## src/rtl/apple1_pkg.sv

```systemverilog
// Shared definitions for the Apple-1 PIA: the register window layout and the
// decoder that maps a CPU address onto one register.
package apple1_pkg;

    localparam logic [15:0] PIA_BASE_DEFAULT = 16'hD010;

    localparam logic [15:0] OFS_KBD   = 16'h0000;
    localparam logic [15:0] OFS_KBDCR = 16'h0001;
    localparam logic [15:0] OFS_DSP   = 16'h0002;
    localparam logic [15:0] OFS_DSPCR = 16'h0003;
    localparam logic [15:0] OFS_BIN   = 16'h0008;

    typedef enum logic [2:0] {
        SEL_NONE,
        SEL_KBD,
        SEL_KBDCR,
        SEL_DSP,
        SEL_DSPCR,
        SEL_BIN
    } pia_sel_e;

    // Offset is taken modulo 2^16, so addresses below base never alias a register.
    function automatic pia_sel_e pia_decode(input logic [15:0] ab, input logic [15:0] base);
        logic [15:0] ofs;
        pia_sel_e    sel;
        ofs = ab - base;
        case (ofs)
            OFS_KBD:   sel = SEL_KBD;
            OFS_KBDCR: sel = SEL_KBDCR;
            OFS_DSP:   sel = SEL_DSP;
            OFS_DSPCR: sel = SEL_DSPCR;
            OFS_BIN:   sel = SEL_BIN;
            default:   sel = SEL_NONE;
        endcase
        return sel;
    endfunction

endpackage

```

## src/rtl/apple1_pia_if.sv

```systemverilog
// CPU-side bus of the PIA: address, write data and strobe from the core,
// registered read data and I/O request flag back to it.
interface apple1_pia_if;
    logic [15:0] AB;
    logic [7:0]  DO;
    logic        WE;
    logic [7:0]  DI_P;
    logic        IO_Req;

    modport master (
        output AB,
        output DO,
        output WE,
        input  DI_P,
        input  IO_Req
    );

    modport slave (
        input  AB,
        input  DO,
        input  WE,
        output DI_P,
        output IO_Req
    );
endinterface

```

## src/rtl/apple1_pia_fifo.sv

```systemverilog
// Small synchronous FIFO used for the keyboard stream; push is refused when
// full and pop is ignored when empty, so callers may assert them freely.
module pia_fifo #(
    parameter int DEPTH = 4,
    parameter int WIDTH = 8
) (
    input  logic             clk,
    input  logic             reset,
    input  logic             push,
    input  logic             pop,
    input  logic [WIDTH-1:0] wdata,
    output logic [WIDTH-1:0] rdata,
    output logic             full,
    output logic             empty
);

    localparam int             AW       = (DEPTH > 1) ? $clog2(DEPTH) : 1;
    localparam logic [AW:0]    FULL_CNT = (AW + 1)'(DEPTH);
    localparam logic [AW-1:0]  PTR_ONE  = 1;
    localparam logic [AW:0]    CNT_ONE  = 1;

    logic [WIDTH-1:0] mem [DEPTH];
    logic [AW-1:0]    wr_ptr;
    logic [AW-1:0]    rd_ptr;
    logic [AW:0]      count;
    logic             do_push;
    logic             do_pop;

    assign full    = (count == FULL_CNT);
    assign empty   = (count == '0);
    assign do_push = push && !full;
    assign do_pop  = pop && !empty;
    assign rdata   = mem[rd_ptr];

    // Storage is not reset; an empty count is what discards stale entries.
    always_ff @(posedge clk) begin
        if (do_push) begin
            mem[wr_ptr] <= wdata;
        end
    end

    always_ff @(posedge clk) begin
        if (reset) begin
            wr_ptr <= '0;
            rd_ptr <= '0;
            count  <= '0;
        end else begin
            if (do_push) begin
                wr_ptr <= wr_ptr + PTR_ONE;
            end
            if (do_pop) begin
                rd_ptr <= rd_ptr + PTR_ONE;
            end
            case ({do_push, do_pop})
                2'b10:   count <= count + CNT_ONE;
                2'b01:   count <= count - CNT_ONE;
                default: count <= count;
            endcase
        end
    end

endmodule

```

## src/rtl/apple1_pia.sv

```systemverilog
// Apple-1 PIA replacement: keyboard FIFO, display output register and a
// binary-load byte port behind a five-register window on the CPU bus.
module apple1_pia
    import apple1_pkg::*;
#(
    parameter int          KBD_DEPTH = 4,
    parameter logic [15:0] BASE      = PIA_BASE_DEFAULT
) (
    input  logic                clk,
    input  logic                reset,
    apple1_pia_if.slave         bus,
    input  logic [7:0]          kbd_data,
    input  logic                kbd_valid,
    output logic                kbd_ready,
    output logic [7:0]          dsp_data,
    output logic                dsp_valid,
    input  logic                dsp_ready,
    input  logic [7:0]          bin_data,
    input  logic                bin_valid,
    output logic                bin_ack
);

    pia_sel_e   sel;
    logic       hit;
    logic       rd;
    logic       wr;
    logic       fifo_full;
    logic       fifo_empty;
    logic       kbd_push;
    logic       kbd_pop;
    logic [7:0] kbd_head;
    logic [6:0] kbdcr;
    logic [7:0] dspcr;
    logic [7:0] rd_val;
    logic       dsp_wr;
    logic       dsp_accept;
    logic       dsp_drop;
    logic [7:0] drop_cnt;

    assign sel = pia_decode(bus.AB, BASE);
    assign hit = (sel != SEL_NONE);
    assign rd  = hit && !bus.WE;
    assign wr  = hit && bus.WE;

    assign kbd_ready = !fifo_full;
    assign kbd_push  = kbd_valid && kbd_ready;
    assign kbd_pop   = rd && (sel == SEL_KBD) && !fifo_empty;

    pia_fifo #(
        .DEPTH (KBD_DEPTH),
        .WIDTH (8)
    ) u_kbd_fifo (
        .clk   (clk),
        .reset (reset),
        .push  (kbd_push),
        .pop   (kbd_pop),
        .wdata (kbd_data),
        .rdata (kbd_head),
        .full  (fifo_full),
        .empty (fifo_empty)
    );

    // A byte pushed in the same cycle as a read of an empty FIFO is not visible yet.
    always_comb begin
        rd_val = 8'h00;
        case (sel)
            SEL_KBD:   rd_val = fifo_empty ? 8'h80 : (kbd_head | 8'h80);
            SEL_KBDCR: rd_val = {!fifo_empty, kbdcr};
            SEL_DSP:   rd_val = {dsp_valid, 7'b000_0000};
            SEL_DSPCR: rd_val = dspcr;
            SEL_BIN:   rd_val = bin_valid ? bin_data : 8'h00;
            default:   rd_val = 8'h00;
        endcase
    end

    always_ff @(posedge clk) begin
        if (reset) begin
            bus.DI_P   <= 8'h00;
            bus.IO_Req <= 1'b0;
            kbdcr      <= 7'h00;
            dspcr      <= 8'h00;
            bin_ack    <= 1'b0;
        end else begin
            bus.IO_Req <= hit;
            bin_ack    <= rd && (sel == SEL_BIN) && bin_valid;
            if (rd) begin
                bus.DI_P <= rd_val;
            end
            if (wr && (sel == SEL_KBDCR)) begin
                kbdcr <= bus.DO[6:0];
            end
            if (wr && (sel == SEL_DSPCR)) begin
                dspcr <= bus.DO;
            end
        end
    end

    // The display slot frees up in the same cycle the host takes the byte,
    // so a write landing on that handshake is accepted rather than dropped.
    assign dsp_wr     = wr && (sel == SEL_DSP);
    assign dsp_accept = dsp_wr && (!dsp_valid || dsp_ready);
    assign dsp_drop   = dsp_wr && dsp_valid && !dsp_ready;

    always_ff @(posedge clk) begin
        if (reset) begin
            dsp_data  <= 8'h00;
            dsp_valid <= 1'b0;
            drop_cnt  <= 8'h00;
        end else begin
            if (dsp_accept) begin
                dsp_data  <= bus.DO & 8'h7F;
                dsp_valid <= 1'b1;
            end else if (dsp_valid && dsp_ready) begin
                dsp_valid <= 1'b0;
            end
            if (dsp_drop && (drop_cnt != 8'hFF)) begin
                drop_cnt <= drop_cnt + 8'd1;
            end
        end
    end

endmodule

```

## src/flat_wrapper.sv

```systemverilog
// flat-port wrapper written by rule: the top's interface ports become plain ports
module apple1_pia_flat import apple1_pkg::*;
#(
    parameter int          KBD_DEPTH = 4,
    parameter logic [15:0] BASE      = PIA_BASE_DEFAULT
)
  (clk, reset, kbd_data, kbd_valid, kbd_ready, dsp_data, dsp_valid, dsp_ready, bin_data, bin_valid, bin_ack, bus_AB, bus_DO, bus_WE, bus_DI_P, bus_IO_Req);
  apple1_pia_if bus_i ();
  input  logic clk;
  input  logic reset;
  input  logic [7:0] kbd_data;
  input  logic kbd_valid;
  output logic kbd_ready;
  output logic [7:0] dsp_data;
  output logic dsp_valid;
  input  logic dsp_ready;
  input  logic [7:0] bin_data;
  input  logic bin_valid;
  output logic bin_ack;
  input wire logic [$bits(bus_i.AB)-1:0] bus_AB;
  input wire logic [$bits(bus_i.DO)-1:0] bus_DO;
  input wire logic [$bits(bus_i.WE)-1:0] bus_WE;
  output wire logic [$bits(bus_i.DI_P)-1:0] bus_DI_P;
  output wire logic [$bits(bus_i.IO_Req)-1:0] bus_IO_Req;
  assign bus_i.AB = bus_AB;
  assign bus_i.DO = bus_DO;
  assign bus_i.WE = bus_WE;
  assign bus_DI_P = bus_i.DI_P;
  assign bus_IO_Req = bus_i.IO_Req;
  apple1_pia #(.KBD_DEPTH(KBD_DEPTH), .BASE(BASE)) u_core (.clk(clk), .reset(reset), .bus(bus_i), .kbd_data(kbd_data), .kbd_valid(kbd_valid), .kbd_ready(kbd_ready), .dsp_data(dsp_data), .dsp_valid(dsp_valid), .dsp_ready(dsp_ready), .bin_data(bin_data), .bin_valid(bin_valid), .bin_ack(bin_ack));
endmodule
```

## config.mk

```make
export PLATFORM = sky130hd
export DESIGN_NAME = apple1_pia_flat
export DESIGN_NICKNAME = d
export VERILOG_FILES = /design/src/rtl/apple1_pkg.sv /design/src/rtl/apple1_pia_if.sv /design/src/rtl/apple1_pia_fifo.sv /design/src/rtl/apple1_pia.sv /design/src/flat_wrapper.sv
export SDC_FILE = /design/constraint.sdc
export NUM_CORES = 1
export LEC_CHECK = 0
export CORE_MARGIN = 2
export CORE_UTILIZATION = 32
export CTS_CLUSTER_DIAMETER = 60
export DETAILED_ROUTE_END_ITERATION = 7
export GPL_TIMING_DRIVEN = 0
export PLACE_DENSITY = 0.61
export SLEW_MARGIN = 5
export SYNTH_ARGS = -nofsm -noshare
export SYNTH_HDL_FRONTEND = slang
export SYNTH_SLANG_ARGS = --single-unit
```

## constraint.sdc

```tcl
create_clock -name clk -period 7 [get_ports clk]
set_input_delay 1.05 -clock clk [delete_from_list [all_inputs] [get_ports clk]]
set_output_delay 1.05 -clock clk [all_outputs]
set_load 0.05 [all_outputs]
```

# Yosys cells after proc, flatten, opt, wreduce, memory -nomap -nowiden

Memories as Yosys holds them, arrays and structs flattened. A register that Yosys moved wholly into a read port is not among the register bits.
Cells that the tools add are included.

Register bits: 40
Memory bits (writable): 32
Input port bits: 46
Output and inout bits: 20
Word-level logic and storage cells: 63
Memories kept: 1

Memory list:

| memory                | depth | bits a word | read ports | clocked after memory_dff | wr ports | line                  | source |
|---|---|---|---|---|---|---|---|
| u_core.u_kbd_fifo.mem | 4     | 8           | 1          | 1                        | 1        | apple1_pia_fifo.sv:22 | `logic [WIDTH-1:0] mem [DEPTH];` |

Add/sub/neg operators: 5
Eq/ne operators: 12
Mux-type cells: 11
Reduce and logical (&&, ||, !) cells: 24

Operators by type and width:

| cell                     | number |
|---|---|
| $pmux W8 S5              | 1 |
| $eq A16 B2 Y1 const B    | 2 |
| $eq A16 B1 Y1 const B    | 1 |
| $eq A16 B4 Y1 const B    | 1 |
| $logic_not A16 Y1        | 1 |
| $sub A16 B16 Y16 const B | 1 |
| $pmux W3 S5              | 1 |
| $logic_and A1 B1 Y1      | 14 |
| $eq A3 B3 Y1 const B     | 3 |
| $mux W8                  | 1 |
| $mux W7                  | 1 |
| $eq A3 B2 Y1 const B     | 2 |
| $pmux W3 S2              | 1 |
| $add A2 B1 Y2 const B    | 2 |
| $logic_not A1 Y1         | 4 |
| $mux W1                  | 4 |
| $mux W2                  | 2 |
| $reduce_bool A2 Y1       | 2 |
| $add A3 B1 Y3 const B    | 1 |
| $eq A3 B1 Y1 const B     | 1 |
| $logic_not A3 Y1         | 1 |
| $reduce_bool A3 Y1       | 1 |
| $sub A3 B1 Y3 const B    | 1 |
| $eq A2 B1 Y1 const B     | 1 |
| 2 further kinds          | 2 |

# Depth between registers and ports, before layout

Gate-level depths: netlist (run 1).

Word-level depth: 10
Depth in mapped cells: 10
Mapped depth without buffers: 10

# By module

A second synthesis (run 1) with hierarchy kept.

Cell total of the unflattened synthesis: 279
Area, all modules: 3264.4 um^2

Modules (own cells, without submodules):

| module     | instances | cells each | area each (um^2) | seq. area each (um^2) |
|---|---|---|---|---|
| pia_fifo   | 1         | 96         | 1635.3           | 1141.1 |
| apple1_pia | 1         | 183        | 1629.1           | 660.6 |

# Worst setup path after synthesis (run 1)

No wires, ideal clock.

Path type: input to register
Start: in bus_AB[5]
End: reg u_core.u_kbd_fifo.count[2]
Setup time: 0.071 ns
Arrival time: 3.160 ns
Slack: 3.769 ns
Stages: 10
Cells stage by stage: nor4b_4 > nand4_4 > buf_6 > nor4_4 > ha_1 > inv_1 > fa_1 > xor2_1 > or3_1 > a21oi_1

Cells in the longest elaborated chain, start to end: 10

RTL lines:

| element                                                  | line                  | source |
|---|---|---|
| start, declared                                          | flat_wrapper.sv:20    | `input wire logic [$bits(bus_i.AB)-1:0] bus_AB;` |
| $sub A16 B16 Y16 (*)                                     | apple1_pkg.sv:26      | `ofs = ab - base;` |
| $eq A16 B4 Y1, or another cell as far along              | apple1_pkg.sv:27      | `case (ofs)` |
| $pmux W3 S5 (*)                                          | apple1_pkg.sv:27      |  |
| $reduce_bool A3 Y1                                       | apple1_pia.sv:41      | `assign hit = (sel != SEL_NONE);` |
| $logic_and A1 B1 Y1                                      | apple1_pia.sv:42      | `assign rd = hit && !bus.WE;` |
| $logic_and A1 B1 Y1 (*) (2 in a row)                     | apple1_pia.sv:47      | `assign kbd_pop = rd && (sel == SEL_KBD) && !fifo_empty;` |
| $logic_and A1 B1 Y1 (*)                                  | apple1_pia_fifo.sv:32 | `assign do_pop = pop && !empty;` |
| via u_core.u_kbd_fifo.do_pop                             | apple1_pia_fifo.sv:27 | `logic do_pop;` |
| $eq A2 B1 Y1 / $eq A2 B2 Y1 (equally long branches)      | apple1_pia_fifo.sv:54 | `case ({do_push, do_pop})` |
| $pmux W3 S2 / $reduce_bool A2 Y1 (equally long branches) | -                     |  |
| end signal, assigned                                     | apple1_pia_fifo.sv:55 | `2'b10: count <= count + CNT_ONE;` |
| end signal, assigned                                     | apple1_pia_fifo.sv:56 | `2'b01: count <= count - CNT_ONE;` |
| end signal, assigned                                     | apple1_pia_fifo.sv:57 | `default: count <= count;` |
| end, declared                                            | apple1_pia_fifo.sv:25 | `logic [AW:0] count;` |

Mark *: on every way through the listed nets, which the timed path passes. The rest lies on a longest branch.
A chain may end at the register's enable or synchronous reset.

# Worst setup path in the final report (run 1)

Same ends and word-level chain as after synthesis.

==> results of run 1 <==
-- cell type report --
class                           count  area, um^2  area share, %
Tap cell                          129         161           4.02
Buffer                             13        63.8           1.59
Timing Repair Buffer               62         621           15.5
Clock inverter                      5        32.5          0.811
Sequential cell                    70        1680           41.9
Clock buffer                       11         153           3.81
Inverter                            6        22.5          0.562
Multi-Input combinational cell    166        1270           31.8
-- sequential cells by signal, indices dropped and copies added (netlist names), named ones only --
register                  flops
u_core.u_kbd_fifo.wr_ptr      2
u_core.dsp_valid              1
u_core.kbdcr                  7
u_core.u_kbd_fifo.rd_ptr      2
u_core.bin_ack                1
u_core.u_kbd_fifo.mem        28
u_core.u_kbd_fifo.count       3
u_core.dsp_data               7
u_core.dspcr                  8
u_core.bus.DI_P               8
u_core.bus.IO_Req             1
-- critical path, cell delays in order --
cell and delay, ns:
clkdlybuf4s50_1 0.45, nor4b_4 0.34, nand4_4 0.17, buf_6 0.19
nor4_4 0.31, ha_1 0.24, inv_1 0.06, fa_1 0.37
xor2_1 0.16, or3_1 0.32, a21oi_1 0.15
-- logic make-up (layout without fill, tap and decap cells) --
family	count (synthesis)	after routing	share of synthesized area (%)
xor gates and xnor gates	5	5	1.44
adders and majority gates	6	6	2.71
AOI/OAI and AO/OA	37	37	7.85
other	1	1	0.123
DFF	70	70	55.3
buffers and inverters	19	97	2.84
and+or+nand+nor	87	87	17.0
muxes	30	30	12.7
-- layout by cell type, fill, tap and decap left out, types with 4 or more instances in the layout --
master / synthesis / final
edfxtp_1: 28 / 28
mux4_2: 7 / 7
ha_1: 5 / 5
mux2i_1: 23 / 23
clkbuf_1: 8 / 9
and3_1: 4 / 4
a22oi_1: 7 / 7
clkbuf_8: 0 / 9
a211oi_1: 9 / 9
inv_1: 6 / 6
dfxtp_1: 42 / 42
nor2_1: 53 / 53
a21oi_1: 16 / 16
clkdlybuf4s50_1: 0 / 62
-- synthesized netlist by cell type (all sizes together) --
master,n
mux2i,23
nor2b,2
and3b,1
nand3,2
and3,4
buf,5
xor2,2
dfxtp,42
a22oi,7
a21oi,16
or4,1
edfxtp,28
a41oi,1
nor3b,1
o21ai,1
a31oi,1
nand4,1
nor4b,3
xnor2,3
clkbuf,8
or3,1
conb,1
ha,5
a211oi,9
nor2,54
mux4,7
a211o,1
o21ba,1
nand2,2
inv,6
nor3,6
fa,1
nand2b,3
and2,2
nor4,4
-- worst max-delay path by stage --
stage / cells past startpoint / slack, ns / end
after global placement: 11 / 3.17 / u_core.u_kbd_fifo.count[2]
after global routing: 11 / 3.29 / u_core.u_kbd_fifo.count[2]
after floorplan: 10 / 3.77 / u_core.u_kbd_fifo.count[2]
after detailed placement: 11 / 3.10 / u_core.u_kbd_fifo.count[2]
after CTS: 11 / 3.46 / u_core.u_kbd_fifo.count[2]
final: 11 / 3.46 / u_core.u_kbd_fifo.count[2]
-- metrics by stage --
step / cell area (um^2) / power, mW / hold WS, ns / instances
after floorplan: 3040 / 0.479 / 0.460 / 255
after global placement: 3820 / 0.518 / 0.472 / 446
after detailed placement: 3820 / 0.520 / 0.483 / 446
after CTS: 4010 / 0.820 / 0.500 / 462
after global routing: 4010 / 0.849 / 0.509 / 462
final: 4010 / 0.809 / 0.501 / 462
-- layer usage --
metal | vias to the layer above | GRT usage [%]
met1 | 966 | 17.7
met4 | 0 | 5.20
met5 | - | 0
met2 | 52 | 21.9
li1 | 1064 | -
met3 | 8 | 3.86
-- where the power goes --
group	internal [mW]	leakage, nW	switching [mW]
registers	0.434	0.596	0.00420
logic	0.0359	0.635	0.0353
clock network	0.150	0.0948	0.150
==> impl_metrics.yaml, run 1 <==
route:
  drtIter0Drc: 73
  ant_nets: 0
  drt-met1-wl_mm: 3.02
  dr_wl_met2_mm: 3.06
  dr.max_layer_used: "met4"
  drc_errors: 0
  wirelength_mm: 6.50
  wl_per_cell_um: 14.1
  firstDrtPassIters: 4
  routed_via_density: 4.52
  vias: 2090
  wl_met3_um: 349
setup_path:
  r2r_start: "u_core.u_kbd_fifo.count[0]"
  cp_max_fo: 10
  end_kind: "flop"
  path_class: "input port to flop"
  crit_arrival_ns: 3.81
  reg2reg_to: "u_core.u_kbd_fifo.count[2]"
  reg2reg_depth: 9
  rrSetupSlack_ns: 4.41
  crit_path_start: "bus_AB[5]"
  worstSetupStartpointType: "input port"
  critPathRequiredTime_ns: 7.27
layout:
  drive_gt1_share_pct: 10.8
  fin_nets: 380
  antenna_cells: 0
  area_growth_pct: 31.8
  fin_util_pct: 43.4
  fillers: 868
clock_tree:
  postCtsHoldBufs: 0
  worstSkewPairLatency_ns: 0.34
  cts_resized: 0
  cts_tree: "built"
  h-tree-depth: 3
  clkTransAtPathRegs_ns: 0.08
  cts_max_path_buffers: 2
  root_buffer: "clkbuf_8"
  cts_setup_buffers: 0
  cts_buffers: 9
  cts_sinks: 70
sta:
  rsz0062_at_grt: "no"
  period_share_pct: 50.6
  fin_crit_ns: 3.54
  relSlewSlack_pct: 51.9
  tightest_slew_ns: 0.717
  clock_skew_ns: 0.00992
  max_freq_ghz: 0.282
  finalSetupTns_ns: 0
  maxSlewViolCount: 0
  layout_setup_ws_ns: 3.46
  hold_violations: 0
  setup_violations: 0
floorplanning:
  core_um2: 9240
  start_util_pct: 32.9
  fp.dieW_um: 102
  die_h_um: 102
  dieArea_um2: 10300
  boundaryPins: 66
  num_rows: 35
run_status:
  status: "complete, no violations"
synthesis:
  synth.avg_cell_area_um2: 11.9
  synth_area_um2: 3040
  yosys_warnings: 0
  synth_top_area_cell: "dfxtp_1"
  synth_area_leaders: "dfxtp_1, edfxtp_1, mux2i_1"
  yosys_register_bits: 70
  yosys.area.top_type_share_pct: 27.6
  syn_inst: 255
  yosysSeqAreaShare_pct: 55.3
  yosysUniqueCellTypes: 42
  synth_fp_nets: 307
power:
  ir_drop_mv: 0.0856
  power_leakage_nw: 1.33
  p_per_area_nw_per_um2: 202
global_route:
  antenna_found_initial: 0
  grt_max_degree: 14
  grt_pass1_wl_mm: 10.7
  grt_pass1_vias: 2067
  grtUsageTotal_pct: 13.7
  grt_remaining_overflow: 0
placed_design:
  place.detailed.hpwl_mm: 4.85
  place.gp.congestion: 0.777
  port_buffers: 62
  pre_cts_slack_ns: 3.10
flow_run:
  max_cap_violations: 0
hold_path:
  holdPathEnd: "u_core.kbdcr[2]"
  hold_path_startpoint: "u_core.kbdcr[2]"
  hp-class: "flop to flop"
  hold_depth: 2
Power figures use the tool's default switching activity.
==> run 2, diff against run 1 <==
--- a/config.mk
+++ b/config.mk
@@ -10,7 +10,7 @@
 export CTS_CLUSTER_DIAMETER = 60
 export DETAILED_ROUTE_END_ITERATION = 7
 export GPL_TIMING_DRIVEN = 0
-export PLACE_DENSITY = 0.61
+export PLACE_DENSITY = 0.63
 export SLEW_MARGIN = 5
 export SYNTH_ARGS = -nofsm -noshare
 export SYNTH_HDL_FRONTEND = slang
==> constraint.sdc (replaced) <==
create_clock -name clk -period 2.9 [get_ports clk]
set_input_delay 0.435 -clock clk [delete_from_list [all_inputs] [get_ports clk]]
set_output_delay 0.435 -clock clk [all_outputs]
set_load 0.05 [all_outputs]
==> run 2 against run 1 <==
Compared with the run above:
- wire length down 1.6%
- critical endpoint unchanged
- sequential share of layout area decreased by 0.10 points
- via count increased by 2.9%
- hold slack lost 0.0053 ns
- clock skew barely moved
==> impl_metrics.yaml, run 2 (synthesis results as in run 1) <==
run_status:
  status: "complete, no violations"
setup_path:
  path_class: "input port to flop"
  cp_max_fo: 4
  critPathRequiredTime_ns: 3.16
  worstSetupStartpointType: "input port"
  end_kind: "flop"
  crit_arrival_ns: 3.06
layout:
  reg_top3: "u_core.u_kbd_fifo.mem (28), u_core.bus.DI_P (8), u_core.dspcr (8)"
  antenna_cells: 0
  area_growth_pct: 32.1
  final_area_um2: 4020
  drive_gt1_share_pct: 11.4
  layout_common_cells: "clkdlybuf4s50_1, nor2_1, dfxtp_1"
  fillers: 854
  fin_nets: 382
  largest_register_ffs: 28
  regMostFlops: "u_core.u_kbd_fifo.mem"
  final_common_cell: "clkdlybuf4s50_1"
  fin_util_pct: 43.5
route:
  dr.max_layer_used: "met4"
  vias: 2150
  wl_per_cell_um: 13.8
  firstDrtPassIters: 4
  ant_nets: 0
  wl_met3_um: 380
  routed_via_density: 4.64
  drc_errors: 0
  dr_wl_met2_mm: 3.15
  drtIter0Drc: 67
  wirelength_mm: 6.40
  drt-met1-wl_mm: 2.81
global_route:
  grt_pass1_wl_mm: 10.6
  grtUsageTotal_pct: 13.4
  grt_max_degree: 11
  antenna_found_initial: 0
  grt_pass1_vias: 2158
  grt_remaining_overflow: 0
clock_tree:
  postCtsHoldBufs: 0
  cts_max_path_buffers: 2
  cts_buffers: 9
  h-tree-depth: 3
  cts_sinks: 70
  cts_tree: "built"
  root_buffer: "clkbuf_8"
  worstSkewPairLatency_ns: 0.34
  clkTransAtPathRegs_ns: 0.07
floorplanning:
  core_um2: 9240
  fp.dieW_um: 102
  boundaryPins: 66
  num_rows: 35
  die_h_um: 102
  dieArea_um2: 10300
  start_util_pct: 32.9
sta:
  rsz0062_at_grt: "no"
  max_freq_ghz: 0.356
  hold_violations: 0
  period_share_pct: 96.8
  fin_crit_ns: 2.81
  tightest_slew_ns: 0.726
  clock_skew_ns: 0.00996
  relSlewSlack_pct: 51.2
  maxSlewViolCount: 0
  setup_violations: 0
  hold_ws_ns: 0.496
hold_path:
  hp-class: "flop to flop"
power:
  sequentialPowerShare_pct: 55.5
  power_leakage_nw: 1.35
  p_comb_share_pct: 9.1
  ir_drop_mv: 0.211
  p_sw_uw: 419
  power_frac_clock_pct: 35.4
  p_int_mw: 1.49
  p_per_area_nw_per_um2: 474
  switching_share_pct: 22.0
placed_design:
  dpl_cell_area_um2: 3820
  place.detailed.hpwl_mm: 4.84
  port_buffers: 62
  place.gp.congestion: 0.710
flow_run:
  max_cap_violations: 0
-- run 2: cell count changes in the layout (fill, tap and decap cells not counted), moves of 2 or more --
cell	delta
clkdlybuf4s50_1	-2
dlymetal6s2s_1	+2
buf_4	+2
clkbuf_8	+2
-- run 2: power by group through the flow --
stage          Combinational, mW  Sequential [mW]  Clock (mW)
2_1_floorplan             0.0782             1.08           0
3_3_place_gp               0.171             1.08           0
3_5_place_dp               0.174             1.08           0
4_1_cts                    0.175             1.06       0.697
5_1_grt                    0.190             1.06       0.753
6_report                   0.174             1.06       0.675
-- run 2: worst paths after layout --
| check | from | to | slack, ns | cells past startpoint |
|---|---|---|---|---|
| worst min register to register | u_core.bus.DI_P[6] | u_core.bus.DI_P[6] | 0.50 | 2 |
| worst min-delay path | u_core.bus.DI_P[6] | u_core.bus.DI_P[6] | 0.50 | 2 |
| worst max-delay path | bus_AB[0] | u_core.u_kbd_fifo.count[2] | 0.09 | 9 |
| worst max register to register | u_core.u_kbd_fifo.count[2] | u_core.u_kbd_fifo.count[2] | 0.31 | 9 |
-- run 2: what timing repair did --
item / 4_1_cts / 5_1_grt
gates resized for setup: 1 / 5
hold endpoints to repair: 0 / 0
buffers inserted: 1 / 1
pin swaps: 3 / 3
setup endpoints to repair: 1 / 1
-- run 2: layout make-up --
class / instances / area [um^2] / share of cell area (%)
clock buffer: 14 / 163 / 4.05
inverter: 6 / 22.5 / 0.560
timing repair buffer: 64 / 641 / 15.9
clock inverter: 1 / 5.00 / 0.124
sequential: 70 / 1680 / 41.8
multi-input combinational: 166 / 1280 / 31.9
tap: 129 / 161 / 4.01
buffer: 13 / 65.1 / 1.62
-- run 2: critical path: stages --
cell	delay, ns
clkdlybuf4s50_1	0.46
or4_4	0.58
nor4_4	0.30
ha_2	0.24
inv_1	0.05
fa_1	0.37
xor2_1	0.16
or3_1	0.31
a21oi_1	0.16
-- run 2: per-stage QoR --
stage / setup TNS, ns / worst slack, ns / std cells / power (mW)
after floorplan: 0 / 0.284 / 255 / 1.16
final: 0 / 0.0936 / 463 / 1.91
after global routing: 0 / 0.0213 / 463 / 2.00
after detailed placement: -0.502 / -0.375 / 446 / 1.25
after global placement: -0.414 / -0.317 / 446 / 1.25
after CTS: 0 / 0.00544 / 462 / 1.93
-- run 2: metal layers --
metal	vias to the layer above	track usage [%]
li1	1071	-
met1	1005	16.7
met2	68	22.3
met3	6	4.90
met4	0	3.12
met5	-	0
